`src/rtl/vram_arbiter.sv`:
```
// Screen VRAM arbiter: VGA reads have strict priority, and CPU writes are queued in a FIFO that drains on VGA-idle cycles.
// The optional CPU read port is enabled by defining VRAM_CPU_READ_EN.
module vram_arbiter #(
  parameter int ADDR_W     = 13,
  parameter int DATA_W     = 16,
  parameter int WBUF_DEPTH = 4
) (
  input  logic              clk,
  input  logic              reset,
  input  logic              vga_rden,
  input  logic [ADDR_W-1:0] vga_raddr,
  output logic [DATA_W-1:0] vga_rdata,
  input  logic              cpu_we,
  input  logic [ADDR_W-1:0] cpu_addr,
  input  logic [DATA_W-1:0] cpu_wdata,
  output logic              cpu_wready,
  output logic              wbuf_empty,
`ifdef VRAM_CPU_READ_EN
  input  logic              cpu_re,
  output logic [DATA_W-1:0] cpu_rdata,
  output logic              cpu_rvalid,
`endif
  output logic              mem_en,
  output logic              mem_we,
  output logic [ADDR_W-1:0] mem_addr,
  output logic [DATA_W-1:0] mem_wdata,
  input  logic [DATA_W-1:0] mem_rdata
);

  localparam int PTR_W = $clog2(WBUF_DEPTH);
  localparam int CNT_W = PTR_W + 1;

  typedef enum logic [1:0] {
    GNT_IDLE,
    GNT_VGA,
    GNT_CPU_RD,
    GNT_DRAIN
  } grant_t;

  grant_t grant;

  logic [ADDR_W-1:0] fifo_addr [WBUF_DEPTH];
  logic [DATA_W-1:0] fifo_data [WBUF_DEPTH];
  logic [PTR_W-1:0]  wr_ptr;
  logic [PTR_W-1:0]  rd_ptr;
  logic [CNT_W-1:0]  count;
  logic              push;
  logic              pop;
  logic [ADDR_W-1:0] hold_addr;
  logic [DATA_W-1:0] hold_wdata;
  logic              vga_rd_d;

  assign cpu_wready = (count != CNT_W'(WBUF_DEPTH));
  assign wbuf_empty = (count == '0);
  assign push       = cpu_we && cpu_wready;
  assign pop        = (grant == GNT_DRAIN);

`ifdef VRAM_CPU_READ_EN
  logic rd_stage1;
  logic rd_busy;
  assign rd_busy = rd_stage1 || cpu_rvalid;
`endif

  // Reset masks every grant so that no queued entry can reach the bus while reset is asserted.
  always_comb begin
    grant = GNT_IDLE;
    if (reset)
      grant = GNT_IDLE;
    else if (vga_rden)
      grant = GNT_VGA;
`ifdef VRAM_CPU_READ_EN
    else if (cpu_re && wbuf_empty && !rd_busy)
      grant = GNT_CPU_RD;
`endif
    else if (!wbuf_empty)
      grant = GNT_DRAIN;
  end

  always_comb begin
    mem_en    = 1'b0;
    mem_we    = 1'b0;
    mem_addr  = hold_addr;
    mem_wdata = hold_wdata;
    unique case (grant)
      GNT_VGA: begin
        mem_en   = 1'b1;
        mem_addr = vga_raddr;
      end
      GNT_CPU_RD: begin
        mem_en   = 1'b1;
        mem_addr = cpu_addr;
      end
      GNT_DRAIN: begin
        mem_en    = 1'b1;
        mem_we    = 1'b1;
        mem_addr  = fifo_addr[rd_ptr];
        mem_wdata = fifo_data[rd_ptr];
      end
      default: ;
    endcase
  end

  always_ff @(posedge clk) begin
    if (push) begin
      fifo_addr[wr_ptr] <= cpu_addr;
      fifo_data[wr_ptr] <= cpu_wdata;
    end
  end

  always_ff @(posedge clk) begin
    if (reset) begin
      wr_ptr     <= '0;
      rd_ptr     <= '0;
      count      <= '0;
      hold_addr  <= '0;
      hold_wdata <= '0;
      vga_rd_d   <= 1'b0;
      vga_rdata  <= '0;
    end else begin
      if (push) wr_ptr <= wr_ptr + 1'b1;
      if (pop)  rd_ptr <= rd_ptr + 1'b1;
      unique case ({push, pop})
        2'b10:   count <= count + 1'b1;
        2'b01:   count <= count - 1'b1;
        default: ;
      endcase
      hold_addr  <= mem_addr;
      hold_wdata <= mem_wdata;
      vga_rd_d   <= (grant == GNT_VGA);
      if (vga_rd_d) vga_rdata <= mem_rdata;
    end
  end

`ifdef VRAM_CPU_READ_EN
  always_ff @(posedge clk) begin
    if (reset) begin
      rd_stage1  <= 1'b0;
      cpu_rvalid <= 1'b0;
      cpu_rdata  <= '0;
    end else begin
      rd_stage1  <= (grant == GNT_CPU_RD);
      cpu_rvalid <= rd_stage1;
      if (rd_stage1) cpu_rdata <= mem_rdata;
    end
  end
`endif

endmodule

```
`config.mk`:
```
export PLATFORM = sky130hd
export DESIGN_NAME = vram_arbiter
export DESIGN_NICKNAME = d
export VERILOG_FILES = /design/src/rtl/vram_arbiter.sv
export SDC_FILE = /design/constraint.sdc
export NUM_CORES = 1
export LEC_CHECK = 0
export CAP_MARGIN = 10
export CELL_PAD_IN_SITES_DETAIL_PLACEMENT = 1
export CELL_PAD_IN_SITES_GLOBAL_PLACEMENT = 2
export CORE_UTILIZATION = 41
export DETAILED_ROUTE_END_ITERATION = 10
export GPL_TIMING_DRIVEN = 0
export PLACE_DENSITY_LB_ADDON = 0.1
export SLEW_MARGIN = 20
export SYNTH_ARGS = -nofsm -noshare
export SYNTH_HDL_FRONTEND = slang
export SYNTH_SLANG_ARGS = --single-unit
```
`constraint.sdc`:
```
create_clock -name clk -period 6.65 [get_ports clk]
set_input_delay 0.9975 -clock clk [delete_from_list [all_inputs] [get_ports clk]]
set_output_delay 0.9975 -clock clk [all_outputs]
set_load 0.02 [all_outputs]
```
==> results.txt <==
Share of layout cells above drive strength 1 -> 21.3%
Worst Tran Pin Value -> 640 ps
Synth top area share -> 50.3%
Max-Slew Margin vs Limit -> 57.3%
Worst-path clk slew -> 60 ps
Final non-filler cell area -> 8970 µm²
Vias -> 4376
Cell taking the most area after synthesis -> edfxtp_1
Ys async rst share -> 0%
Peak Freq -> 231 MHz
Delay-heaviest family, CP -> buffers and inverters
Pin count of the biggest net entering global routing -> 20
Met3 wire len -> 748 µm
Final #Nets -> 655
Highest Signal Layer -> met4
Deepest clock path buffer count -> 2
Final WL -> 16600 µm
Startpoint Class -> primary input
Syn_area_per_cell -> 15.2 µm²
Port bufs -> 109
Initial DRC Count -> 271
Setup ws final -> 2330 ps
Global-route wire length before repair -> 26100 µm
Synth Cell Area -> 6920 µm²
Max Slew Vio Count -> 0
Post-CTS setup buffers -> 0
CP required -> 5650 ps
Initial DRT Pass Iterations -> 5
Post-synth EDFFs -> 116
Sequential fraction of the synthesis area -> 66.2%
Fillers -> 1605
WP buf/inv -> 3
Final Wtd Congestion -> 0.748
Pre-CTS WS -> 2410 ps
Switching part of the total power -> 28.2%
Setup Viol. Count Final -> 0
Switch Pwr -> 804 µW
Commonest cells in the netlist -> edfxtp_1, dfxtp_1, nand2_1, mux4_2
WL/cell -> 20.3 µm
Synth unique cells -> 36
Clk Latency, worst-skew pair -> 420 ps
Flop pwr share -> 43.5%
CP arrival -> 3320 ps
Worst r2r src -> count[0]
Top Ports -> 111
Period utilization -> 65.0%
CP Capture Type -> output pin
Chip width -> 132 µm
Combinational share of power -> 21.9%
Diode count -> 0
Vias in the first global route -> 4680
Outcome -> finished, final reports clean
Detail Route Antenna Nets -> 0
Dpl hpwl -> 11300 µm
CTS tree -> done
Synth Instances -> 455
Hold WC Path Type -> register to register
Synth-to-layout area growth -> 29.6%
Final Skew -> 7.10 ps
Routed wl met2 -> 8440 µm
Net Count, Synth -> 523
Clock share of power -> 34.6%
Most common cell in the synthesized netlist -> edfxtp_1
Critical Path Start -> vga_rden
Total track usage -> 20.0%
Post-CTS sizing -> 0
Post-CTS Hold Buffers -> 0
Area contributors post-synth -> edfxtp_1, dfxtp_1, mux4_2, mux2i_1, nand2_1
Lkg Pwr -> 0.00318 µW
Critical path class -> primary input to output pin
HP Start -> rd_ptr[1]
Total grt overflow -> 0
Dpl cell area -> 8380 µm²
Total CTS buffers -> 17
Full die area -> 17400 µm²
Internal -> 2050 µW
Root buffer cell -> clkbuf_16
Critical path peak fanout -> 10
WL met1 -> 7170 µm
Initial antenna violation count -> 0
PwrDens -> 318 nW/µm²
Worst-path cell chain -> clkdlybuf4s50_1, clkbuf_1, nor2b_1, a222oi_1, nand2_1, clkdlybuf4s50_1
CP max-delay cell -> clkdlybuf4s50_1
Post-layout min period -> 4320 ps
# Max-Cap Violations -> 0
Cell mode on critical path -> clkdlybuf4s50_1
RSZ-0062 raised after global routing -> false
Register bit count reported by yosys -> 171
Synthesis Warnings -> 0
H-tree Lvls -> 4
Drt via density -> 5.34
Num rows -> 47
Top_reg_cell synth -> edfxtp_1
Setup TNS -> 0 ps
Maximum VDD drop -> 0.000227 V
Core Box Area -> 16500 µm²
Die height -> 132 µm
CP peak stage delay -> 650 ps
DRC -> 0
Initial Util -> 41.9%
Final hold violation count -> 0
Sink Count -> 171
==> routing by layer <==
layer	vias up	track usage [%]
met3	18	4.27
met5	-	0
met1	2201	25.1
met4	0	6.91
li1	2018	-
met2	139	34.3
==> metrics by stage <==
| stage | hold slack, ps | cells | util (%) | power [µW] |
|---|---|---|---|---|
| final | 459 | 820 | 54.3 | 2850 |
| after global routing | 485 | 820 | 54.3 | 2960 |
| after CTS | 461 | 820 | 54.3 | 2880 |
| after detailed placement | 458 | 788 | 50.7 | 1890 |
| after global placement | 444 | 784 | 50.2 | 1870 |
| after floorplan | 428 | 455 | - | 1630 |
==> power groups by stage <==
stage / logic (µW) / registers [µW] / clock network, µW
after detailed placement: 630 / 1260 / 0
after floorplan: 374 / 1260 / 0
after global placement: 610 / 1260 / 0
after CTS: 635 / 1240 / 1010
final: 625 / 1240 / 987
after global routing: 671 / 1250 / 1040
==> logic make-up (layout without fill, tap and decap cells) <==
logic type	count (synthesis)	count (layout)	share of synthesized area [%]
AOI/OAI and AO/OA	68	68	7.77
xor gates and xnor gates	2	2	0.253
and+or+nand+nor	122	122	8.91
muxes	46	46	11.9
DFF	171	171	66.2
adders and majority gates	6	6	1.19
buffers and inverters	40	185	3.71
==> area by class of cell <==
cell class                      instances  area, µm²  share of cell area, %
Clock buffer                           18        429                   4.78
Clock inverter                         14        161                   1.80
Buffer                                 34        221                   2.47
Multi-Input combinational cell        244       2090                   23.3
Timing Repair Buffer                  113       1180                   13.1
Inverter                                6       35.0                  0.390
Sequential cell                       171       4580                   51.1
Tap cell                              220        275                   3.07
==> registers in the layout, summed over array words and instances (netlist names), named ones only <==
signal,count
wr_ptr,2
rd_ptr,2
vga_rd_d,1
count,3
fifo_addr,52
hold_addr,13
fifo_data,64
vga_rdata,16
hold_wdata,16
==> worst paths after layout <==
path / depth (start not counted) / endpoint / slack (ps)
hold reg to reg: 1 / rd_ptr[1] / 460
setup reg to reg: 11 / count[2] / 4150
hold / removal: 1 / rd_ptr[1] / 460
setup / recovery: 6 / mem_addr[4] / 2330
==> cell usage in the layout, fill, tap and decap left out, drive strengths merged, types with 2 or more instances in the layout <==
cell type	count
edfxtp	116
clkdlybuf4s50	109
dfxtp	55
nand2	43
buf	36
nand3	32
mux4	29
nor2	23
a21oi	22
clkbuf	20
o21ai	18
mux2i	17
a222oi	13
a32oi	13
nor2b	11
inv	11
ha	5
and3	4
clkinvlp	4
or3	3
and2b	3
clkinv	3
a21o	2
xor2	2
bufinv	2
No activity file was read; power rests on OpenSTA's default activity.
